`config.mk`:
```
export PLATFORM = sky130hd
export DESIGN_NAME = mssd_param
export DESIGN_NICKNAME = d
export VERILOG_FILES = /design/src/rtl/mssd_param.sv
export SDC_FILE = /design/constraint.sdc
export NUM_CORES = 1
export LEC_CHECK = 0
export BUFFER_PORTS_ARGS = -buffer_cell sky130_fd_sc_hd__buf_2
export CORE_UTILIZATION = 30
export CTS_CLUSTER_SIZE = 14
export DETAILED_ROUTE_END_ITERATION = 12
export GPL_ROUTABILITY_DRIVEN = 0
export PLACE_DENSITY = 0.49
export SYNTH_ARGS = -nofsm -noshare
export SYNTH_HDL_FRONTEND = slang
export SYNTH_SLANG_ARGS = --single-unit
```
`constraint.sdc`:
```
create_clock -name clk -period 4.9 [get_ports clk]
set_input_delay 0.98 -clock clk [delete_from_list [all_inputs] [get_ports clk]]
set_output_delay 0.98 -clock clk [all_outputs]
set_load 0.02 [all_outputs]
```
`src/rtl/mssd_param.sv`:
```
// Serial frame demultiplexer: start bit, dest/length header, payload steered to p[dest], stop bit.
// Define MSSD_PARITY_EN to add an even-parity bit between payload and stop bit.
module mssd_param #(
  parameter  int N_CH   = 4,
  parameter  int LEN_W  = 6,
  localparam int DEST_W = $clog2(N_CH)
) (
  input  logic              clk,
  input  logic              rst_n,
  input  logic              serIn,
  output logic [N_CH-1:0]   p,
  output logic [DEST_W-1:0] dest,
  output logic              busy,
  output logic              outvalid,
  output logic              error
);

  localparam int HDR_W = DEST_W + LEN_W;
  localparam int CNT_W = $clog2(HDR_W);

  typedef enum logic [2:0] {
    IDLE, HDR, XMIT, STOP, ERR
`ifdef MSSD_PARITY_EN
    , PAR
`endif
  } state_t;

`ifdef MSSD_PARITY_EN
  localparam state_t AFTER_PAY = PAR;
`else
  localparam state_t AFTER_PAY = STOP;
`endif

  state_t            state_q, state_d;
  logic [HDR_W-1:0]  hdr_q, hdr_d, hdr_full;
  logic [CNT_W-1:0]  bit_cnt_q, bit_cnt_d;
  logic [LEN_W-1:0]  len_q, len_d;
  logic [DEST_W-1:0] dest_q, dest_d;
  logic [N_CH-1:0]   p_q, p_d;
  logic              outvalid_q, outvalid_d;
`ifdef MSSD_PARITY_EN
  logic              par_q, par_d;
`endif

  always_comb begin
    state_d    = state_q;
    hdr_d      = hdr_q;
    bit_cnt_d  = bit_cnt_q;
    len_d      = len_q;
    dest_d     = dest_q;
    p_d        = '0;
    outvalid_d = 1'b0;
    hdr_full   = {hdr_q[HDR_W-2:0], serIn};
`ifdef MSSD_PARITY_EN
    par_d      = par_q;
`endif
    case (state_q)
      IDLE: begin
        if (!serIn) begin
          state_d   = HDR;
          bit_cnt_d = '0;
`ifdef MSSD_PARITY_EN
          par_d     = 1'b0;
`endif
        end
      end
      HDR: begin
        hdr_d     = hdr_full;
        bit_cnt_d = bit_cnt_q + CNT_W'(1);
        if (bit_cnt_q == CNT_W'(HDR_W - 1)) begin
          bit_cnt_d = '0;
          dest_d    = hdr_full[HDR_W-1 -: DEST_W];
          len_d     = hdr_full[LEN_W-1:0];
          state_d   = (hdr_full[LEN_W-1:0] != '0) ? XMIT : AFTER_PAY;
        end
      end
      XMIT: begin
        // Payload bit appears on its channel the cycle after it is sampled.
        p_d[dest_q] = serIn;
        len_d       = len_q - LEN_W'(1);
`ifdef MSSD_PARITY_EN
        par_d       = par_q ^ serIn;
`endif
        if (len_q == LEN_W'(1)) state_d = AFTER_PAY;
      end
`ifdef MSSD_PARITY_EN
      PAR: state_d = (par_q ^ serIn) ? ERR : STOP;
`endif
      STOP: begin
        if (serIn) begin
          state_d    = IDLE;
          outvalid_d = 1'b1;
        end else begin
          state_d = ERR;
        end
      end
      ERR: if (serIn) state_d = IDLE;
      default: state_d = IDLE;
    endcase
  end

  always_ff @(posedge clk or negedge rst_n) begin
    if (!rst_n) begin
      state_q    <= IDLE;
      hdr_q      <= '0;
      bit_cnt_q  <= '0;
      len_q      <= '0;
      dest_q     <= '0;
      p_q        <= '0;
      outvalid_q <= 1'b0;
`ifdef MSSD_PARITY_EN
      par_q      <= 1'b0;
`endif
    end else begin
      state_q    <= state_d;
      hdr_q      <= hdr_d;
      bit_cnt_q  <= bit_cnt_d;
      len_q      <= len_d;
      dest_q     <= dest_d;
      p_q        <= p_d;
      outvalid_q <= outvalid_d;
`ifdef MSSD_PARITY_EN
      par_q      <= par_d;
`endif
    end
  end

  assign p        = p_q;
  assign dest     = dest_q;
  assign busy     = (state_q != IDLE);
  assign outvalid = outvalid_q;
  assign error    = (state_q == ERR);

endmodule
```
==> metrics.json <==
{
  "area.growth.synth_to_final_pct": 9.94,
  "ys.flop_type": "sky130_fd_sc_hd__dfrtp_1",
  "final_layout_size_suffix_gt1_frac": 0.270,
  "final.period_utilization": 0.479,
  "cp_slowest_cell": "sky130_fd_sc_hd__dfrtp_1",
  "power.sequential.fraction": 0.483,
  "postSynth.asyncResetShare": 1.00,
  "muxShareOfSynthArea": 0.117,
  "synth_top_cell_area_share": 0.522,
  "final.fill_count": 398,
  "power_density_nw_per_um2": 584,
  "synth_common_cells": "sky130_fd_sc_hd__dfrtp_1, sky130_fd_sc_hd__mux2_2, sky130_fd_sc_hd__nor2_1",
  "netlist_area_before_placement_sq_um": 1250,
  "rows": 23,
  "cts.repair_timing.setup_buffer_count": 0,
  "detailroute.via_count": 818,
  "cellInternalPower_w": 0.000517,
  "clk_transition_reported_paths_ns": 0.09,
  "synth_seq_area_share": 0.522,
  "synthDominantAreaCellType": "sky130_fd_sc_hd__dfrtp_1",
  "final-setup-viol-count": 0,
  "grt_start_max_net_pins": 27,
  "gr-total-overflow": 0,
  "max_slew_margin_vs_limit": 0.180,
  "dr_drc_count": 0,
  "timing.final.hold_violations": 0,
  "fmaxAchievable_mhz": 426,
  "ioPinCount": 12,
  "critPathMaxFanout": 13,
  "post_synth.cell_area_avg_sq_um": 11.8,
  "drt_wl_total_um": 2330,
  "antenna_cell_count": 0,
  "worst_path_class_setup": "flop to output pin",
  "timing.setup.tns_ns": 0,
  "pwr-share-clk": 0.176,
  "net-switching-power_w": 0.000283,
  "dieHeight_um": 66.5,
  "synth_enable_flop_cells": 0,
  "place_area_sq_um": 1320,
  "core-area_sq_um": 4000,
  "synthesized_area_fraction_occupied_by_adder_cells": 0.0402,
  "synth.yosys.warnings": 0,
  "port_buffers": 11,
  "seq_area_sq_um": 651,
  "holdCritPathClass": "flop to flop",
  "cts_tree": "done",
  "grt_pass1_vias": 791,
  "layout.cell_area.non_filler_sq_um": 1370,
  "clock_tree.htree_level_count": 1,
  "synth_cells": 106,
  "syn_nets": 113,
  "most_common_cell_in_the_netlist": "sky130_fd_sc_hd__dfrtp_1",
  "sw_frac_of_total": 0.354,
  "synth_area_leaders": "sky130_fd_sc_hd__dfrtp_1, sky130_fd_sc_hd__mux2_2, sky130_fd_sc_hd__ha_1, sky130_fd_sc_hd__buf_6, sky130_fd_sc_hd__mux2i_1",
  "clock-sinks": 26,
  "synth_top_family_by_area": "simple AND/OR/NAND/NOR gates",
  "synth_xor_area_frac": 0,
  "cp_data_required_time_ns": 3.92,
  "antenna_found_initial": 0,
  "run_status": "finished, final reports clean",
  "layout_min_cycle_time_ns": 2.35,
  "cts_resized": 0,
  "synth_cell_type_count": 34,
  "unrepaired_setup_endpoints_after_global_routing": "false",
  "timing_worst_slew_pin_value_ns": 1.21,
  "first_iter_violations": 30,
  "final_worst_hold_slack_ns": 0.472,
  "max-vdd-ir-drop_uv": 135,
  "routed_wire_length_per_instance_um": 14.1,
  "timing.critical_path.max_delay_family": "flip-flops",
  "yosys_reg_bits": 26,
  "die_width_um": 66.5,
  "timing.max_cap.violations": 0,
  "aggregate_global_route_resource_usage": 0.121,
  "cts_hold_repair.buffers": 0,
  "timing.critical_path.buf_inv": 1,
  "floorplan.initialDensity": 0.312,
  "critical_path.endpoint_type": "output pin",
  "via_per_instance_ratio": 4.96,
  "slew_violations": 0,
  "multi_input_comb_area_sq_um": 532,
  "finalNetCount": 123,
  "largest_stage_delay_worst_path_ns": 0.52,
  "grt_pass1_wl_um": 3900,
  "dp.final_hpwl_um": 1650,
  "antenna_violating_nets_post_route": 0,
  "numCtsBuffers": 3,
  "cts.root.buffer_cell": "sky130_fd_sc_hd__clkbuf_8",
  "post_synth_and_or_nand_nor_area_fraction": 0.192,
  "leakagePower_nw": 0.633,
  "clk-insertion-delay-late_ns": 0.27,
  "worst-endpoint-arrival_ns": 1.37,
  "power.combinational.fraction": 0.342,
  "crit_chain": "or3_1, buf_2",
  "clockBufferDepth": 2,
  "cp-start-kind": "flop",
  "first_pass_iters": 4,
  "compound_gate_portion_of_the_synthesized_area": 0.0773,
  "design.die.area_sq_um": 4420,
  "timing.clock.skew_ns": 0.00479
}
[registers in the layout, indices dropped and copies added (netlist names)]
name,cells
outvalid,1
dest,2
state_q,3
len_q,6
p,4
hdr_q,7
bit_cnt_q,3
[logic make-up (layout without fill, tap and decap cells)]
kind of cell               count (synthesis)  count (layout)
buffers and inverters                     10              19
and+or+nand+nor                           41              41
AOI/OAI and AO/OA                         12              12
adders and majority gates                  4               4
DFF                                       26              26
muxes                                     13              13
[per-layer routing]
metal  wire length (um)  share of wire  track usage
met1               1110           0.48        0.155
met2               1080           0.46        0.194
met3                 94          0.040       0.0257
met4                 39          0.017       0.0559
met5                  0              0            0
[cell type report]
cell class | instances | area share
Sequential cell | 26 | 0.475
Multi-Input combinational cell | 70 | 0.388
Inverter | 4 | 0.0110
Clock buffer | 4 | 0.0402
Timing Repair Buffer | 11 | 0.0402
Tap cell | 50 | 0.0457
[final timing paths]
kind,from,endpoint,slack [ns],depth (start not counted)
worst max-delay path,state_q[1],busy,2.55,2
worst min-delay path,dest[1],p[1],0.47,1
worst max register to register,bit_cnt_q[0],len_q[3],2.59,5
worst min register to register,dest[1],p[1],0.47,1
max in group asynchronous,rst_n,hdr_q[4],3.82,1
min in group asynchronous,rst_n,state_q[1],0.70,1
[per-stage QoR]
step,cells,setup slack [ns],utilization,total power [W]
detailed placement,161,2.67,0.329,0.000664
global route,165,2.41,0.343,0.000858
CTS,165,2.55,0.343,0.000805
finish,165,2.55,0.343,0.000800
floorplan,106,2.79,-,0.000599
global placement,161,2.68,0.329,0.000658
[power by group through the flow]
| stage | clock network (W) | logic, W | registers (W) |
|---|---|---|---|
| 3_3_place_gp | 0 | 0.000270 | 0.000388 |
| 2_1_floorplan | 0 | 0.000235 | 0.000364 |
| 5_1_grt | 0.000151 | 0.000309 | 0.000398 |
| 3_5_place_dp | 0 | 0.000278 | 0.000386 |
| 6_report | 0.000141 | 0.000273 | 0.000386 |
| 4_1_cts | 0.000143 | 0.000277 | 0.000384 |
[cell usage in the layout (no fill, tap or decap), drive strengths merged, types with 2 or more instances in the layout]
master / count
nor3: 5
nor2b: 2
mux2: 10
nor3b: 3
nand2: 7
a22o: 2
mux2i: 3
nand3: 5
inv: 4
o221a: 3
clkbuf: 4
buf: 11
a21oi: 2
dfrtp: 26
nor2: 8
nor4: 2
or3b: 2
or3: 2
ha: 4
Power figures use the tool's default switching activity.
